--- src/rtl/muldiv_seq.sv ---
// ---------------------------------------------------------------------------
// muldiv_seq
//   Iterative RV32M multiply/divide sequencer. Operands and funct3 are latched
//   when start is seen in IDLE. A radix-2 shift-add multiply or a restoring
//   divide then runs on operand magnitudes, one bit per cycle. The sign is
//   applied once, when the result register is written on entry to DONE.
//   Divide-by-zero and signed overflow are resolved at accept and skip RUN.
//
// Ports
//   clk     in   1     core clock
//   reset   in   1     asynchronous, active-high
//   start   in   1     M-extension instruction in execute (held while stall=1)
//   op      in   3     funct3: 0 MUL,1 MULH,2 MULHSU,3 MULHU,
//                              4 DIV,5 DIVU,6 REM,7 REMU
//   rs1     in   XLEN  operand A (multiplicand / dividend)
//   rs2     in   XLEN  operand B (multiplier / divisor)
//   stall   out  1     freeze PC/pipeline this cycle
//   busy    out  1     state != IDLE
//   done    out  1     one-cycle pulse, result valid
//   result  out  XLEN  final value, held until the next DONE
//
// States
//   state  | meaning
//   -------+-------------------------------------------------------------
//   IDLE   | waiting for start; operands latched and special cases decoded
//   RUN    | one multiply/divide iteration per cycle, XLEN iterations
//   DONE   | done pulse; result register was written on entry
// ---------------------------------------------------------------------------
module muldiv_seq #(
    parameter int XLEN = 32
) (
    input  logic            clk,
    input  logic            reset,
    input  logic            start,
    input  logic [2:0]      op,
    input  logic [XLEN-1:0] rs1,
    input  logic [XLEN-1:0] rs2,
    output logic            stall,
    output logic            busy,
    output logic            done,
    output logic [XLEN-1:0] result
);

    localparam int CW = $clog2(XLEN);
    localparam logic [XLEN-1:0] INT_MIN = {1'b1, {(XLEN-1){1'b0}}};

    typedef enum logic [1:0] {
        S_IDLE = 2'd0,
        S_RUN  = 2'd1,
        S_DONE = 2'd2
    } state_t;

    state_t              state_q,  state_d;
    logic [2:0]          op_q,     op_d;
    logic                neg_q,    neg_d;
    logic [XLEN-1:0]     opnd_q,   opnd_d;
    logic [2*XLEN-1:0]   acc_q,    acc_d;
    logic [XLEN-1:0]     rem_q,    rem_d;
    logic [CW-1:0]       count_q,  count_d;
    logic [XLEN-1:0]     result_q, result_d;

    // Operand decode at accept time
    logic            a_signed, b_signed;
    logic            a_neg, b_neg;
    logic [XLEN-1:0] a_mag, b_mag;
    logic            div_by_zero, div_ovf;

    // Iteration datapath
    logic [XLEN:0]     mul_sum;
    logic [2*XLEN-1:0] mul_next;
    logic [XLEN:0]     div_shift;
    logic [XLEN:0]     div_trial;
    logic [XLEN-1:0]   quo_next;
    logic [XLEN-1:0]   rem_next;
    logic [2*XLEN-1:0] div_next;

    // Final result shaping
    logic [2*XLEN-1:0] prod_signed;
    logic [XLEN-1:0]   quo_signed;
    logic [XLEN-1:0]   rem_signed;
    logic [XLEN-1:0]   final_res;

    always_comb begin
        a_signed    = (op == 3'd1) || (op == 3'd2) || (op == 3'd4) || (op == 3'd6);
        b_signed    = (op == 3'd1) || (op == 3'd4) || (op == 3'd6);
        a_neg       = a_signed && rs1[XLEN-1];
        b_neg       = b_signed && rs2[XLEN-1];
        a_mag       = a_neg ? (~rs1 + 1'b1) : rs1;
        b_mag       = b_neg ? (~rs2 + 1'b1) : rs2;
        div_by_zero = op[2] && (rs2 == '0);
        // Only DIV/REM (op[0]==0) are signed divides
        div_ovf     = op[2] && !op[0] && (rs1 == INT_MIN) && (rs2 == '1);
    end

    always_comb begin
        // Multiply: acc = {partial_hi, multiplier}; add multiplicand into the
        // high half when the current multiplier bit is set, then shift right.
        mul_sum  = {1'b0, acc_q[2*XLEN-1:XLEN]}
                 + (acc_q[0] ? {1'b0, opnd_q} : {(XLEN+1){1'b0}});
        mul_next = {mul_sum, acc_q[XLEN-1:1]};

        // Restoring divide: acc[XLEN-1:0] holds the dividend shifting out MSB
        // first while quotient bits shift in at the bottom. The partial
        // remainder stays below the divisor, so XLEN+1 bits hold the trial.
        div_shift = {rem_q, acc_q[XLEN-1]};
        div_trial = div_shift - {1'b0, opnd_q};
        if (!div_trial[XLEN]) begin
            rem_next = div_trial[XLEN-1:0];
            quo_next = {acc_q[XLEN-2:0], 1'b1};
        end else begin
            rem_next = div_shift[XLEN-1:0];
            quo_next = {acc_q[XLEN-2:0], 1'b0};
        end
        div_next = {acc_q[2*XLEN-1:XLEN], quo_next};

        // Result is formed from the last iteration's next-state values so the
        // result register is written on the same edge that enters DONE.
        prod_signed = neg_q ? (~mul_next + 1'b1) : mul_next;
        quo_signed  = neg_q ? (~quo_next + 1'b1) : quo_next;
        rem_signed  = neg_q ? (~rem_next + 1'b1) : rem_next;

        case (op_q)
            3'd0:          final_res = prod_signed[XLEN-1:0];
            3'd1,
            3'd2,
            3'd3:          final_res = prod_signed[2*XLEN-1:XLEN];
            3'd4,
            3'd5:          final_res = quo_signed;
            default:       final_res = rem_signed;
        endcase
    end

    always_comb begin
        state_d  = state_q;
        op_d     = op_q;
        neg_d    = neg_q;
        opnd_d   = opnd_q;
        acc_d    = acc_q;
        rem_d    = rem_q;
        count_d  = count_q;
        result_d = result_q;

        case (state_q)
            S_IDLE: begin
                if (start) begin
                    op_d    = op;
                    // REM takes the dividend's sign; everything else the XOR
                    neg_d   = (op[2] && op[1]) ? a_neg : (a_neg ^ b_neg);
                    count_d = '0;
                    if (div_by_zero) begin
                        result_d = op[1] ? rs1 : '1;
                        state_d  = S_DONE;
                    end else if (div_ovf) begin
                        result_d = op[1] ? '0 : rs1;
                        state_d  = S_DONE;
                    end else begin
                        // opnd holds whichever magnitude is added/subtracted
                        // each iteration; acc holds the one shifted through.
                        opnd_d  = op[2] ? b_mag : a_mag;
                        acc_d   = {{XLEN{1'b0}}, (op[2] ? a_mag : b_mag)};
                        rem_d   = '0;
                        state_d = S_RUN;
                    end
                end
            end

            S_RUN: begin
                acc_d   = op_q[2] ? div_next : mul_next;
                rem_d   = op_q[2] ? rem_next : rem_q;
                count_d = count_q + CW'(1);
                if (count_q == CW'(XLEN-1)) begin
                    result_d = final_res;
                    state_d  = S_DONE;
                end
            end

            S_DONE: begin
                state_d = S_IDLE;
            end

            default: begin
                state_d = S_IDLE;
            end
        endcase
    end

    always_ff @(posedge clk or posedge reset) begin
        if (reset) begin
            state_q  <= S_IDLE;
            op_q     <= '0;
            neg_q    <= 1'b0;
            opnd_q   <= '0;
            acc_q    <= '0;
            rem_q    <= '0;
            count_q  <= '0;
            result_q <= '0;
        end else begin
            state_q  <= state_d;
            op_q     <= op_d;
            neg_q    <= neg_d;
            opnd_q   <= opnd_d;
            acc_q    <= acc_d;
            rem_q    <= rem_d;
            count_q  <= count_d;
            result_q <= result_d;
        end
    end

    assign stall  = ((state_q == S_IDLE) && start) || (state_q == S_RUN);
    assign busy   = (state_q != S_IDLE);
    assign done   = (state_q == S_DONE);
    assign result = result_q;

endmodule

--- config.mk ---
export PLATFORM = sky130hd
export DESIGN_NAME = muldiv_seq
export DESIGN_NICKNAME = d
export VERILOG_FILES = /design/src/rtl/muldiv_seq.sv
export SDC_FILE = /design/constraint.sdc
export NUM_CORES = 1
export LEC_CHECK = 0
export CAP_MARGIN = 20
export CORE_MARGIN = 2
export CORE_UTILIZATION = 40
export DETAILED_ROUTE_END_ITERATION = 10
export GPL_TIMING_DRIVEN = 0
export HOLD_SLACK_MARGIN = 0.03
export SLEW_MARGIN = 10
export SYNTH_ARGS = -nofsm -noshare
export SYNTH_HDL_FRONTEND = slang
export SYNTH_SLANG_ARGS = --single-unit
--- constraint.sdc ---
create_clock -name clk -period 13.4 [get_ports clk]
set_input_delay 2.68 -clock clk [delete_from_list [all_inputs] [get_ports clk]]
set_output_delay 2.68 -clock clk [all_outputs]
set_load 0.02 [all_outputs]
# Yosys cells after proc, flatten, opt, wreduce, memory -nomap -nowiden
# Index checks and enable logic that the tools add are counted.
dict set report totals {
  out_inout_bits 35
  regBits 171
}
dict set report classes {
  muxes 36
  addsub 8
  reduce_logical 30
  eq_ne 21
  bitwise_logic 8
}
# cell n
set ops {}
lappend ops {{$mux 32} 18}
lappend ops {{$mux 64} 5}
lappend ops {{$add 32x1->32 const B} 4}
lappend ops {{$not 32->32} 4}
lappend ops {{$pmux 32 s2} 2}
lappend ops {{$pmux 64 s2} 1}
lappend ops {{$pmux 32 s3} 1}
lappend ops {{$add 64x1->64 const B} 1}
lappend ops {{$eq 32x32->1 const B} 2}
lappend ops {{$not 64->64} 1}
lappend ops {{$add 32x32->33} 1}
lappend ops {{$sub 33x32->33} 1}
lappend ops {{$logic_not 32->1} 1}
lappend ops {{$eq 3x3->1 const B} 4}
lappend ops {{$ne 2x2->1 const B} 6}
lappend ops {{$reduce_and 4->1} 3}
lappend ops {{$pmux 5 s2} 1}
lappend ops {{$reduce_and 5->1} 2}
lappend ops {{$eq 3x2->1 const B} 3}
lappend ops {{$logic_and 1x1->1} 8}
lappend ops {{$mux 2} 4}
lappend ops {{$eq 3x1->1 const B} 2}
lappend ops {{$logic_or 1x1->1} 6}
lappend ops {{$reduce_and 2->1} 3}
lappend ops {{16 further kinds} 19}

# Longest topological paths before layout
dict set report logic_depth {
  ltp_word 11
  mapped_depth 24
  mapped_depth_nobuf 21
}

# Worst setup path before layout
# Ideal clock, no wire load.
dict set report synth_timing {
  path_type {in2out}
  startpoint {input port start}
  endpoint {output port stall}
  arrival_time_ps 3277
  setup_slack_ps 7443
  stages 4
  required_time_ps 10720
  n_path_buf 1
  cell_sequence {nor2_1 -> or2_2 -> clkbuf_1 -> inv_1}
}
dict set report synth_via {
  elab_chain_len 2
}
# element line
set synth_lines {}
lappend synth_lines {{start: declaration} 34} ;# input logic start,
lappend synth_lines {{$logic_and 1x1->1} 209} ;# assign stall = ((state_q == S_IDLE) && start) || (state_q == S_RUN);
lappend synth_lines {{$logic_or 1x1->1} 209}
lappend synth_lines {{end: declaration} 38} ;# output logic stall,
# No other way between the ends.

# Worst setup path after layout
dict set report layout_timing {
  startpoint {register acc_q[31]}
  endpoint {register result_q[26], in the netlist result[26]}
}
dict set report layout_via {
  elab_chain_len 8
  elab_cells_between_ends 15
  cone_classes {add/sub (4); mux (8); bitwise (3)}
}
# element line
set layout_lines {}
lappend layout_lines {{start: declaration} 57} ;# logic [2*XLEN-1:0] acc_q, acc_d;
lappend layout_lines {{start signal: assignment} 193} ;# acc_q <= '0;
lappend layout_lines {{start signal: assignment} 202} ;# acc_q <= acc_d;
lappend layout_lines {{$sub 33x32->33} 106} ;# div_trial = div_shift - {1'b0, opnd_q};
lappend layout_lines {{$mux 32 or $mux 1 (tied branches)} 107} ;# if (!div_trial[XLEN]) begin
lappend layout_lines {{$not 32->32, on equally long branches} {120, 119}}
lappend layout_lines {{$add 32x1->32, on equally long branches} {120, 119}}
lappend layout_lines {{$mux 32, on equally long branches} {120, 119}}
lappend layout_lines {{$pmux 32 s3 *} 122} ;# case (op_q)
lappend layout_lines {{$mux 32 *} 171} ;# if (count_q == CW'(XLEN-1)) begin
lappend layout_lines {{$pmux 32 s2 *} 143} ;# case (state_q)
lappend layout_lines {{end signal: assignment} 205} ;# result_q <= result_d;
lappend layout_lines {{end: declaration} 60} ;# logic [XLEN-1:0] result_q, result_d;
# Every way passes the cells marked *; elsewhere a longest branch is shown, timed or not. The select of a mux whose other input is x is not followed.
# A chain may end at the register's enable or synchronous reset.

==> impl_metrics.env <==
export IMPL_r2r_slack_ps=4510
export IMPL_rows=78
export IMPL_wl_per_cell_um=27.75
export IMPL_leakagePower_nw=8.136
export IMPL_holdCritPathClass="reg2reg"
export IMPL_critPathSlowestCell="clkbuf_1"
export IMPL_syn_avg_cell_area_sq_um=7.422
export IMPL_hold_viol_final=0
export IMPL_clock_latency_ps=490
export IMPL_cp_max_fo=10
export IMPL_area_growth_pct=13.27
export IMPL_critPathKind="reg2reg"
export IMPL_syn_nets=2595
export IMPL_ant_nets=0
export IMPL_io_buffers=102
export IMPL_crit_path_start_kind="flop"
export IMPL_start_util_pct=40.35
export IMPL_holdPathEnd="acc_q[43]"
export IMPL_crit_path_end_kind="flop"
export IMPL_grt_start_max_net_pins=112
export IMPL_final_cells=3189
export IMPL_htree_levels=4
export IMPL_syn_area_sq_um=18190
export IMPL_hold_buffers=0
export IMPL_cts_clk_slew_worst_paths_ps=80
export IMPL_synth_common_cells="nand2_1 (271), o21ai_0 (252), nor2_1 (240)"
export IMPL_via_count=20530
export IMPL_place_congestion=1.040
export IMPL_cts_num_sinks=171
export IMPL_grt_first_pass_wirelength_um=128900
export IMPL_rsz0062_at_grt="no"
export IMPL_hold_ws_ps=495.4
export IMPL_synth_top_area_cell="dfrtp_1"
export IMPL_min_from="acc_q[43]"
export IMPL_n_fill_cell=4641
export IMPL_track_usage_pct=37.18
export IMPL_dp_hpwl_um=71710
export IMPL_initialDrtViolationCount=2155
export IMPL_cp_required_ps=13750
export IMPL_min_period_over_period_pct=66.37
export IMPL_drt_first_pass_iters=6
export IMPL_rr_worst_depth=24
export IMPL_grt_pass1_vias=19500
export IMPL_crit_family="compound AO/OA/AOI/OAI gates"
export IMPL_antenna_found_initial=0
export IMPL_yosysMostFrequentCell="nand2_1"
export IMPL_placed_cells=3155
export IMPL_ys_flop_type="dfrtp_1"
export IMPL_worstHoldPathCells=2
export IMPL_cts_root_buf="clkbuf_16"
export IMPL_synth_seq_area_share_pct=23.52
export IMPL_drv_slew=0
export IMPL_tns_ps=0
export IMPL_die_area_sq_um=47200
export IMPL_netlist_instances=2451
export IMPL_yosys_register_bits=171
export IMPL_post_cts_resized=0
export IMPL_reg2reg_from="acc_q[31]"
export IMPL_multiInputGateArea_sq_um=12960
export IMPL_synth_distinct_cells=87
export IMPL_rr_endpoint="result[26]"
export IMPL_slowest_delay_ps=710
export IMPL_grt_overflow=0
export IMPL_cts_tree="yes"
export IMPL_period_needed_ps=8893
export IMPL_power_mw=6.606
export IMPL_max_cap_violations=0
export IMPL_cp_data_arrival_time_ps=9250
export IMPL_layout_nets=2719
export IMPL_cts_buffers=17
export IMPL_async_reset_ff_share_pct=100.0
export IMPL_io_pins=105
export IMPL_crit_buf_inv=7
export IMPL_worstPathCellList="clkbuf_1 > inv_1 > ha_1 > inv_1 > fa_1 > nand3_1 > a211oi_1 > o21ai_0 > o21ai_0 > a21boi_0 > xnor2_1 > inv_2 > buf_1 > clkbuf_1 > nor2_1 > a21oi_1 > ha_1 > inv_1 > nor4_1 > nand3_1 > a221oi_2 > a2111oi_0 > a2111oi_0 > a21oi_1"
export IMPL_synth_top_area_share_pct=23.52
export IMPL_synth_area_leaders="dfrtp_1 (24%), o21ai_0 (6.9%), nand2_1 (5.6%)"
export IMPL_via_per_inst=6.438
export IMPL_synth_edf_count=0
export IMPL_synth_warnings=0
export IMPL_drcViolationCount=0
export IMPL_timing_slew_headroom_pct=16.16
export IMPL_tightest_slew_ps=1248
export IMPL_clock_path_buffers=2
export IMPL_die_h_um=217.3
export IMPL_cpMostUsedCell="inv_1"
export IMPL_fmax_ghz=0.1124
export IMPL_skew_ps=13.05
export IMPL_powerDensity_nw_per_um2=320.6
export IMPL_status="finished, final reports clean"
export IMPL_fp_dieW_um=217.3
export IMPL_post_cts_buffers=0
export IMPL_core_area_sq_um=45090
export IMPL_regArea_sq_um=4279
export IMPL_wirelength_um=88500
export IMPL_finalSetupViolCount=0
export IMPL_drive_gt1_share_pct=3.903
export IMPL_peakVddDrop_uv=139.5
final cells by class:
| cell class | count | area share (%) |
|---|---|---|
| Tap cell | 600 | 3.643 |
| Antenna cell | 1 | 0.01214 |
| Buffer | 171 | 3.236 |
| Timing Repair Buffer | 105 | 5.149 |
| Sequential cell | 171 | 20.77 |
| Multi-Input combinational cell | 2033 | 62.90 |
| Clock buffer | 17 | 2.064 |
| Inverter | 76 | 1.421 |
| Clock inverter | 15 | 0.8076 |
stage by stage:
step / setup WS (ps) / cell area (sq um) / utilization (%)
2_1_floorplan: 6088 / 18190 / -
3_3_place_gp: 3351 / 19960 / 44.28
3_5_place_dp: 4779 / 20010 / 44.37
4_1_cts: 4782 / 20600 / 45.68
5_1_grt: 4103 / 20600 / 45.70
6_report: 4507 / 20610 / 45.70
worst register-to-register path, stage by stage, from the launching register on:
cell and delay, ps:
dfrtp_1 420, clkbuf_1 660, inv_1 110, ha_1 240, inv_1 80, fa_1 200, nand3_1 120, a211oi_1 510
o21ai_0 420, o21ai_0 540, a21boi_0 210, xnor2_1 350, inv_2 320, buf_1 660, clkbuf_1 710, nor2_1 80
a21oi_1 320, ha_1 300, inv_1 170, nor4_1 570, nand3_1 210, a221oi_2 620, a2111oi_0 230, a2111oi_0 590
a21oi_1 130
how the worst max path moves through the flow:
stage	cells after the start	slack, ps	from	to
after floorplan	1	6090	reset	acc_q[0]
after global placement	2	3350	reset	opnd_q[19]
after detailed placement	24	4780	acc_q[31]	result[26]
after CTS	24	4780	acc_q[31]	result[26]
after global routing	24	4100	acc_q[31]	result[26]
final	24	4510	acc_q[31]	result[26]
state kept, by name, indices dropped and copies added (netlist names):
signal,cells
acc_q,64
opnd_q,32
rem_q,32
result,32
count_q,5
op_q,3
state_q,2
neg_q,1
placed cells by master (no fill, tap or decap), types with 14 or more instances in the layout:
master,n
buf_1,15
a21o_1,26
clkdlybuf4s50_1,102
clkbuf_1,143
o41ai_1,16
nand4_1,25
o21a_1,22
nand3_1,38
nand2b_1,19
o221ai_1,16
a21oi_1,200
or4_1,20
dfrtp_1,171
a22o_1,35
a221oi_1,21
inv_1,71
o21ai_0,252
a31oi_1,19
or3_1,26
nor3_1,58
o211ai_1,29
mux2i_1,79
ha_1,72
nor2_1,240
nand2_1,271
and2_1,20
o31ai_1,50
clkbuf_16,17
xnor2_1,106
and3_1,14
nor4_1,28
or2_2,16
a211oi_1,21
a21boi_0,17
xor2_1,93
cells by family after synthesis:
group | after synthesis | share of synthesized area [%]
flops | 171 | 23.52
fa+ha+maj | 74 | 5.172
mux | 89 | 4.966
simple gates | 830 | 21.82
compound gates | 841 | 29.70
buf+inv | 247 | 5.234
xor+xnor | 199 | 9.580
power by group:
part / internal, mW / leakage [nW] / switching, mW
logic: 1.66 / 5.70 / 3.49
clock network: 0.252 / 0.294 / 0.274
registers: 0.750 / 2.15 / 0.183
per-layer routing:
layer	wire length [um]	vias up	track usage (%)	share of wire, %
li1	-	9240	-	-
met1	35270	9992	46.03	40
met2	41080	1050	61.25	46
met3	6779	250	6.219	7.7
met4	5360	0	21.12	6.1
met5	0	-	0	0
(Power assumes the default switching activity.)
